`config.mk`:
```
export PLATFORM = sky130hd
export DESIGN_NAME = mem_wb_stage
export DESIGN_NICKNAME = d
export VERILOG_FILES = /design/src/rtl/mem_wb_stage_pkg.sv /design/src/rtl/mem_wb_stage.sv
export SDC_FILE = /design/constraint.sdc
export NUM_CORES = 1
export LEC_CHECK = 0
export ABC_CLOCK_PERIOD_IN_PS = 5300
export CELL_PAD_IN_SITES_DETAIL_PLACEMENT = 1
export CELL_PAD_IN_SITES_GLOBAL_PLACEMENT = 2
export CORE_ASPECT_RATIO = 0.8
export CORE_MARGIN = 2
export CORE_UTILIZATION = 26
export CTS_CLUSTER_SIZE = 40
export DETAILED_ROUTE_END_ITERATION = 8
export PLACE_DENSITY_LB_ADDON = 0.1
export SLEW_MARGIN = 20
export SYNTH_ARGS = -nofsm -noshare
export SYNTH_HDL_FRONTEND = slang
export SYNTH_SLANG_ARGS = --single-unit
export TNS_END_PERCENT = 20
```
`constraint.sdc`:
```
create_clock -name i_clk -period 5.3 [get_ports i_clk]
set_input_delay 1.59 -clock i_clk [delete_from_list [all_inputs] [get_ports i_clk]]
set_output_delay 1.59 -clock i_clk [all_outputs]
set_load 0.1 [all_outputs]
```
`src/rtl/mem_wb_stage_pkg.sv`:
```
// ---------------------------------------------------------------------------
// mem_wb_stage_pkg
//   Shared types and constants for the MEM / MEM-WB stage of the 16-bit CPU:
//   the access FSM state encoding, the default UART status address and a
//   helper that packs the UART status word returned by a status load.
// ---------------------------------------------------------------------------
package mem_wb_stage_pkg;

    // Access FSM states (3-bit encoding)
    typedef enum logic [2:0] {
        ST_IDLE     = 3'd0,
        ST_RD_ADDR  = 3'd1,
        ST_RD_DATA  = 3'd2,
        ST_WR_ADDR  = 3'd3,
        ST_WR_PULSE = 3'd4
    } state_t;

    // Memory-mapped UART status word address
    localparam logic [15:0] DEFAULT_STATUS_ADDR = 16'hBF01;

    // Status word layout: bit 1 = receive data ready, bit 0 = transmit buffer empty
    function automatic logic [15:0] status_word(input logic data_ready, input logic tbre);
        status_word = {14'b0, data_ready, tbre};
    endfunction

endpackage

```
`src/rtl/mem_wb_stage.sv`:
```
// ---------------------------------------------------------------------------
// mem_wb_stage
//   MEM stage plus MEM/WB pipeline register. Loads and stores go to the
//   external asynchronous SRAM through a small multi-cycle FSM; a load from
//   STATUS_ADDR returns the UART status word without touching the SRAM, and a
//   store there is dropped. Upstream stages are stalled while an SRAM access
//   is in flight. The registered write-back triple drives the register file.
//
// Ports
//   i_clk               clock, all state on posedge
//   i_rst               synchronous active-high reset
//   i_mem_re / i_mem_we load / store request from EX/MEM
//   i_mem_addr          16-bit data address
//   i_mem_wdata         store data
//   i_alu_result        write-back data for non-memory instructions
//   i_reg_addr          destination register
//   i_reg_we            destination write enable
//   i_uart_data_ready   status bit 1
//   i_uart_tbre         status bit 0
//   i_ram_data          SRAM read data
//   o_ram_addr          SRAM address (zero-extended memAddr)
//   o_ram_wdata         SRAM write data
//   o_ram_ce_n/oe_n/we_n active-low SRAM strobes
//   o_stall_req         hold IF/ID/EX and EX/MEM this cycle
//   o_wb_data/addr/we   register file write port
// ---------------------------------------------------------------------------
module mem_wb_stage
    import mem_wb_stage_pkg::*;
#(
    parameter int          RAM_AW      = 18,
    parameter logic [15:0] STATUS_ADDR = DEFAULT_STATUS_ADDR,
    parameter int          WAIT_CYC    = 0
) (
    input  logic              i_clk,
    input  logic              i_rst,
    input  logic              i_mem_re,
    input  logic              i_mem_we,
    input  logic [15:0]       i_mem_addr,
    input  logic [15:0]       i_mem_wdata,
    input  logic [15:0]       i_alu_result,
    input  logic [3:0]        i_reg_addr,
    input  logic              i_reg_we,
    input  logic              i_uart_data_ready,
    input  logic              i_uart_tbre,
    input  logic [15:0]       i_ram_data,
    output logic [RAM_AW-1:0] o_ram_addr,
    output logic [15:0]       o_ram_wdata,
    output logic              o_ram_ce_n,
    output logic              o_ram_oe_n,
    output logic              o_ram_we_n,
    output logic              o_stall_req,
    output logic [15:0]       o_wb_data,
    output logic [3:0]        o_wb_addr,
    output logic              o_wb_we
);

    localparam logic [2:0] WAIT_LIM = 3'(WAIT_CYC);

    state_t            r_state;
    logic [2:0]        r_cnt;
    logic [RAM_AW-1:0] r_ram_addr;
    logic [15:0]       r_ram_wdata;
    logic [15:0]       r_wb_data;
    logic [3:0]        r_wb_addr;
    logic              r_wb_we;

    logic [RAM_AW-1:0] w_addr_ext;
    logic              w_is_status;
    logic              w_ce_n;
    logic              w_oe_n;
    logic              w_we_n;
    logic              w_stall;

    // Address is zero-extended only; no wrap into the upper SRAM space
    assign w_addr_ext  = {{(RAM_AW-16){1'b0}}, i_mem_addr};
    assign w_is_status = (i_mem_addr == STATUS_ADDR);

    // Strobe decode from the state register alone so they never glitch on input changes
    always_comb begin
        w_ce_n = 1'b1;
        w_oe_n = 1'b1;
        w_we_n = 1'b1;
        case (r_state)
            ST_RD_ADDR, ST_RD_DATA: begin
                w_ce_n = 1'b0;
                w_oe_n = 1'b0;
            end
            ST_WR_ADDR: begin
                w_ce_n = 1'b0;
            end
            ST_WR_PULSE: begin
                w_ce_n = 1'b0;
                w_we_n = 1'b0;
            end
            default: begin
                w_ce_n = 1'b1;
                w_oe_n = 1'b1;
                w_we_n = 1'b1;
            end
        endcase
    end

    // Stall decode: released in RD_DATA / WR_PULSE so EX/MEM advances on the final edge
    // and the same request is not issued twice
    always_comb begin
        w_stall = 1'b0;
        if (i_rst) begin
            w_stall = 1'b0;
        end else begin
            case (r_state)
                ST_IDLE:    w_stall = (i_mem_re | i_mem_we) & ~w_is_status;
                ST_RD_ADDR: w_stall = 1'b1;
                ST_WR_ADDR: w_stall = 1'b1;
                default:    w_stall = 1'b0;
            endcase
        end
    end

    // Access FSM, wait counter, SRAM address/data latches and MEM/WB register
    always_ff @(posedge i_clk) begin
        if (i_rst) begin
            r_state     <= ST_IDLE;
            r_cnt       <= 3'd0;
            r_ram_addr  <= '0;
            r_ram_wdata <= 16'h0000;
            r_wb_data   <= 16'h0000;
            r_wb_addr   <= 4'd0;
            r_wb_we     <= 1'b0;
        end else begin
            case (r_state)
                ST_IDLE: begin
                    if (i_mem_we) begin
                        // Store wins over a simultaneous load; status store is a bubble
                        r_wb_we <= 1'b0;
                        if (!w_is_status) begin
                            r_ram_addr  <= w_addr_ext;
                            r_ram_wdata <= i_mem_wdata;
                            r_state     <= ST_WR_ADDR;
                        end else begin
                            r_state <= ST_IDLE;
                        end
                    end else if (i_mem_re) begin
                        if (w_is_status) begin
                            r_wb_data <= status_word(i_uart_data_ready, i_uart_tbre);
                            r_wb_addr <= i_reg_addr;
                            r_wb_we   <= i_reg_we;
                        end else begin
                            r_ram_addr <= w_addr_ext;
                            r_wb_we    <= 1'b0;
                            r_state    <= ST_RD_ADDR;
                        end
                    end else begin
                        r_wb_data <= i_alu_result;
                        r_wb_addr <= i_reg_addr;
                        r_wb_we   <= i_reg_we;
                    end
                end
                ST_RD_ADDR: begin
                    r_wb_we <= 1'b0;
                    if (r_cnt < WAIT_LIM) begin
                        r_cnt <= r_cnt + 3'd1;
                    end else begin
                        r_cnt   <= 3'd0;
                        r_state <= ST_RD_DATA;
                    end
                end
                ST_RD_DATA: begin
                    r_wb_data <= i_ram_data;
                    r_wb_addr <= i_reg_addr;
                    r_wb_we   <= i_reg_we;
                    r_state   <= ST_IDLE;
                end
                ST_WR_ADDR: begin
                    r_wb_we <= 1'b0;
                    if (r_cnt < WAIT_LIM) begin
                        r_cnt <= r_cnt + 3'd1;
                    end else begin
                        r_cnt   <= 3'd0;
                        r_state <= ST_WR_PULSE;
                    end
                end
                ST_WR_PULSE: begin
                    r_wb_we <= 1'b0;
                    r_state <= ST_IDLE;
                end
                default: begin
                    r_state <= ST_IDLE;
                    r_cnt   <= 3'd0;
                    r_wb_we <= 1'b0;
                end
            endcase
        end
    end

    assign o_ram_addr  = r_ram_addr;
    assign o_ram_wdata = r_ram_wdata;
    assign o_ram_ce_n  = w_ce_n;
    assign o_ram_oe_n  = w_oe_n;
    assign o_ram_we_n  = w_we_n;
    assign o_stall_req = w_stall;
    assign o_wb_data   = r_wb_data;
    assign o_wb_addr   = r_wb_addr;
    assign o_wb_we     = r_wb_we;

endmodule

```
======== After elaboration in Yosys (flattened, before gate mapping) ========
Index checks and enable logic that the tools add are counted.
Widths: inputs -> output; s select.
word-level totals
  register bits after elaboration ......... 61
  bits of input ports ..................... 75
  output and inout port bits .............. 59
  logic and storage cells ................. 63
cells by class
  multiplexer cells ....................... 29
  add/sub/neg operators ................... 1
  order comparisons ....................... 1
  reduce and logical (&&, ||, !) cells .... 11
  eq/ne operators ......................... 11
  bitwise logic cells ..................... 3
operators with widths
  cell                  count
  $mux 18               3
  $mux 16               3
  $pmux 16 s2           1
  $mux 3                6
  $eq 16x16->1 const B  1
  $mux 4                3
  $ne 3x3->1 const B    3
  $pmux 3 s3            1
  $pmux 4 s2            1
  $mux 1                7
  $eq 3x2->1 const B    2
  $ne 2x2->1 const B    3
  $pmux 3 s2            1
  $reduce_and 3->1      2
  $pmux 1 s2            2
  $reduce_and 4->1      1
  $reduce_bool 2->1     2
  $reduce_or 2->1       2
  $reduce_or 4->1       1
  $add 3x1->3 const B   1
  $eq 3x1->1 const B    1
  $eq 3x3->1 const B    1
  $logic_not 3->1       1
  $lt 3x1->1 const B    1
  other kinds (6)       6

======== Logic depth before layout (Yosys ltp) ========
  word-level depth ........................ 5
  mapped depth ............................ 6
  gate-level depth less buffers ........... 4

======== Worst setup path before layout ========
Ideal clock, no wire load.
  kind .................................... input -> output
  start point ............................. input port i_mem_addr[6]
  end point ............................... output port o_stall_req
  stages .................................. 5
  slack ................................... 0.891 ns
  arrival ................................. 2.819 ns
  path buffers ............................ 1
  data required time ...................... 3.710 ns
  cells stage by stage .................... and4bb_2 > nand4_2 > o211a_1 > buf_2 > o21ba_2
on the way
  longest elaborated chain between the ends .. 5
ends and longest elaborated chain
  element              RTL line             source
  start, declared      mem_wb_stage.sv:38   input logic [15:0] i_mem_addr,
  $eq 16x16->1         mem_wb_stage.sv:76   assign w_is_status = (i_mem_addr == STATUS_ADDR);
  $not 1->1 (no line)  -
  $and 1x1->1          mem_wb_stage.sv:111  ST_IDLE: w_stall = (i_mem_re | i_mem_we) & ~w_is_status;
  $pmux 1 s2           mem_wb_stage.sv:110  case (r_state)
  $mux 1               mem_wb_stage.sv:107  if (i_rst) begin
  end, declared        mem_wb_stage.sv:51   output logic o_stall_req,
Every way passes these cells.

======== Worst setup path after layout ========
  start point ............................. input port i_mem_addr[2]
  end point ............................... output port o_stall_req
The elaborated chain is that of the path after synthesis.

==> flow_summary_export.csv <==
group,metric,value,unit
status,status,"finished, final reports clean",
synth,synth-edff-count,0,
synth,postSynth.asyncResetShare,0,%
cts,cts_tree,"yes",
synth,syn_area,0.002929,mm²
power_and_ir_drop,vdd_ir_drop_max,0.1594,mV
global_route,initial_antenna_violation_count,0,
power_and_ir_drop,cellPowerDensity,353.2,mW/mm²
timing,worst_clock_skew,6.071,ps
synth,synth-seq-area-share,38.27,%
cells_and_area,layout.nets,489,
critical_path,startpoint,"i_mem_addr[2]",
timing,final_min_period_over_clock_period,89.55,%
synth,ys_types,32,
critical_path,worstSetupEndpoint,"o_stall_req",
min_path,hold_path_depth,2,
global_route,track_usage,13.23,%
cts,clock_insertion_delay_worst_skew,290,ps
synth,postSynthCellCount,296,
detailed_routing,drc_errors,0,
global_route,wire_length_of_the_first_global_routing_pass,12570,µm
power_and_ir_drop,netSwitchingFraction,43.67,%
cts,postCtsHoldBufs,0,
cts,post_cts.repair.setup_buffers,0,
min_path,hold_path_class,"flop to flop",
critical_path,worst_setup_path_start_kind,"input pin",
cts,cts_made_buffers,5,
power_and_ir_drop,p_sw,0.6880,mW
timing,max_slew_violations,0,
cells_and_area,area_growth,52.29,%
die,fp.dieH,98.94,µm
timing,maxSlewHeadroom,29.86,%
die,die_area,0.01214,mm²
flow_run,max_cap_violations,0,
detailed_routing,initialDrtViolationCount,57,
power_and_ir_drop,power_report.internal_total,0.8876,mW
cells_and_area,drive_gt1_share,6.747,%
timing,final-hold-violation-count,0,
critical_path,rr_endpoint,"o_wb_data[15]",
detailed_routing,detail_route.first_pass.iterations,4,
cts,ctsHtreeMaxLevel,2,
die,initial_core_util,26.79,%
cts,clk_transition_reported_paths,70,ps
detailed_routing,totalWireLength,7939,µm
critical_path,path_class,"input pin to primary output",
placement,gp_routability_congestion,0.6583,
synth,yosysMostFrequentCell,"sky130_fd_sc_hd__nand2b_1",
cells_and_area,diodes,0,
cts,cts.path.max_buffers,2,
power_and_ir_drop,pwr-share-comb,46.8,%
synth,ys_top_cells_by_count,"76 x sky130_fd_sc_hd__nand2b_1, 56 x sky130_fd_sc_hd__dfxtp_1, 54 x sky130_fd_sc_hd__mux2i_1",
global_route,grt.overflow.total,0,
synth,post-synth-top-area-fraction,38.27,%
critical_path,reg2regPathDepth,3,
placement,portBuffers,131,
cts,cts.root.buffer_cell,"sky130_fd_sc_hd__clkbuf_16",
synth,netlist.top_cell.by_area,"sky130_fd_sc_hd__dfxtp_1",
synth,synth_area_leaders,"sky130_fd_sc_hd__dfxtp_1 38%, sky130_fd_sc_hd__mux2i_1 18%, sky130_fd_sc_hd__nand2b_1 16%, sky130_fd_sc_hd__nor2b_1 6.2%, sky130_fd_sc_hd__mux2_4 4.1%",
timing,fin_hold_ws,473.2,ps
critical_path,path_max_fanout,5,
cts,cts_sinks,56,
global_route,first_global_vias,2555,
synth,synth_warnings,0,
synth,post_synth.cell_area_avg,9.895,µm²
power_and_ir_drop,total_leakage_power,1.808,nW
detailed_routing,avgRoutedWirePerCell,14.20,µm
timing,fin_setup_tns,0,ps
die,fp-row-count,34,
detailed_routing,final_antenna_net_count,0,
timing,fmax,0.2107,GHz
power_and_ir_drop,seq_power_share,31.4,%
synth,synth_top_flop_cell,"sky130_fd_sc_hd__dfxtp_1",
timing,rsz0062_at_grt,"no",
die,dieWidth,122.7,µm
critical_path,rr_startpoint,"r_state[0]",
critical_path,timing.reg2reg.setup_slack,2790,ps
critical_path,critical_path.endpoint_type,"primary output",
placement,detailedPlacementHpwl,5624,µm
power_and_ir_drop,pwr-share-clk,21.8,%
detailed_routing,via_per_inst,4.376,
timing,tightestPinTransition,1052,ps
timing,finalWorstPathRequiredPeriod,4746,ps
die,core_area,0.01093,mm²
critical_path,worstPathArrival,3160,ps
die,io-pin-count,134,
synth,ys_seq_elements,56,
critical_path,crit_required,3710,ps
cts,post_cts_resize_count,0,
timing,finalSetupViolCount,0,
detailed_routing,detailroute.via_count,2446,
global_route,grt_start_max_net_pins,109,
[kinds of logic (layout without fill, tap and decap cells)]
| logic type | Yosys count | after routing | synth area share [%] |
|---|---|---|---|
| AND/OR/NAND/NOR | 137 | 137 | 28.83 |
| multiplexers | 68 | 68 | 24.86 |
| flip-flops | 56 | 56 | 38.27 |
| buffers and inverters | 25 | 143 | 4.955 |
| AO/OA/AOI/OAI | 8 | 8 | 2.649 |
| other | 1 | 2 | 0.1280 |
| XOR/XNOR | 1 | 1 | 0.2991 |
[power by group through the flow]
stage          Clock, mW  Sequential (mW)  Combinational, mW
4_1_cts            0.363            0.496              0.747
3_5_place_dp           0            0.505              0.745
6_report           0.343            0.495              0.737
2_1_floorplan          0            0.826              0.238
3_3_place_gp           0            0.503              0.741
5_1_grt            0.379            0.502              0.769
[layer usage]
metal,wire (µm),up-vias,track usage [%]
li1,-,1203,-
met1,3538,1174,15.84
met2,3738,64,22.31
met3,592,5,4.803
met4,69,0,3.448
met5,0,-,0
[stage by stage]
step,instances,power (mW),setup slack (ps),area (µm²),util (%)
after floorplan,297,1.063,891.0,2933,-
after global placement,551,1.244,553.0,4310,39.43
after detailed placement,551,1.250,522.1,4310,39.43
after CTS,559,1.606,521.5,4461,40.80
after global routing,559,1.650,476.7,4461,40.80
final,559,1.576,554.0,4461,40.80
[worst max-delay path, stage by stage]
cell                              delay, ps
sky130_fd_sc_hd__clkdlybuf4s50_1        440
sky130_fd_sc_hd__nor4_2                 340
sky130_fd_sc_hd__nand4_2                220
sky130_fd_sc_hd__o211a_1                170
sky130_fd_sc_hd__o21ba_2                230
sky130_fd_sc_hd__buf_12                 160
[worst min-delay path by stage]
stage,start,end
6_report,o_ram_addr[11],o_ram_addr[11]
5_1_grt,o_ram_wdata[13],o_ram_wdata[13]
4_1_cts,o_ram_addr[11],o_ram_addr[11]
3_5_place_dp,o_ram_addr[11],o_ram_addr[11]
3_3_place_gp,o_ram_wdata[1],o_ram_wdata[1]
2_1_floorplan,r_state[1],r_state[2]
[cells in the final DEF (no fill, tap or decap), drive strengths merged, types with 2 or more instances in the layout]
cell           netlist  final
clkdlybuf4s50        0    129
nand2b              76     76
dfxtp               56     56
mux2i               54     54
nor2b               29     29
nor2                18     18
mux2                14     14
clkbuf              14      7
buf                 10      5
nor3b                3      3
nand2                2      2
and4bb               2      2
a211o                2      2
conb                 1      2
a32oi                2      2
[final cells by class]
| type | count | area [µm²] |
|---|---|---|
| flip-flops and latches | 56 | 1121 |
| well taps | 144 | 180.2 |
| multi-input cells | 216 | 1667 |
| repair buffers | 134 | 1339 |
| inverters | 1 | 3.754 |
| fillers | 1210 | 6472 |
| clock buffers | 7 | 142.6 |
| clock inverters | 1 | 7.507 |
[flip-flops by register name (all words and copies together) (netlist names)]
| name | flops |
|---|---|
| r_state | 3 |
| o_wb_data | 16 |
| o_wb_addr | 4 |
| o_ram_wdata | 16 |
| o_wb_we | 1 |
| o_ram_addr | 16 |
No activity file was read; power rests on OpenSTA's default activity.
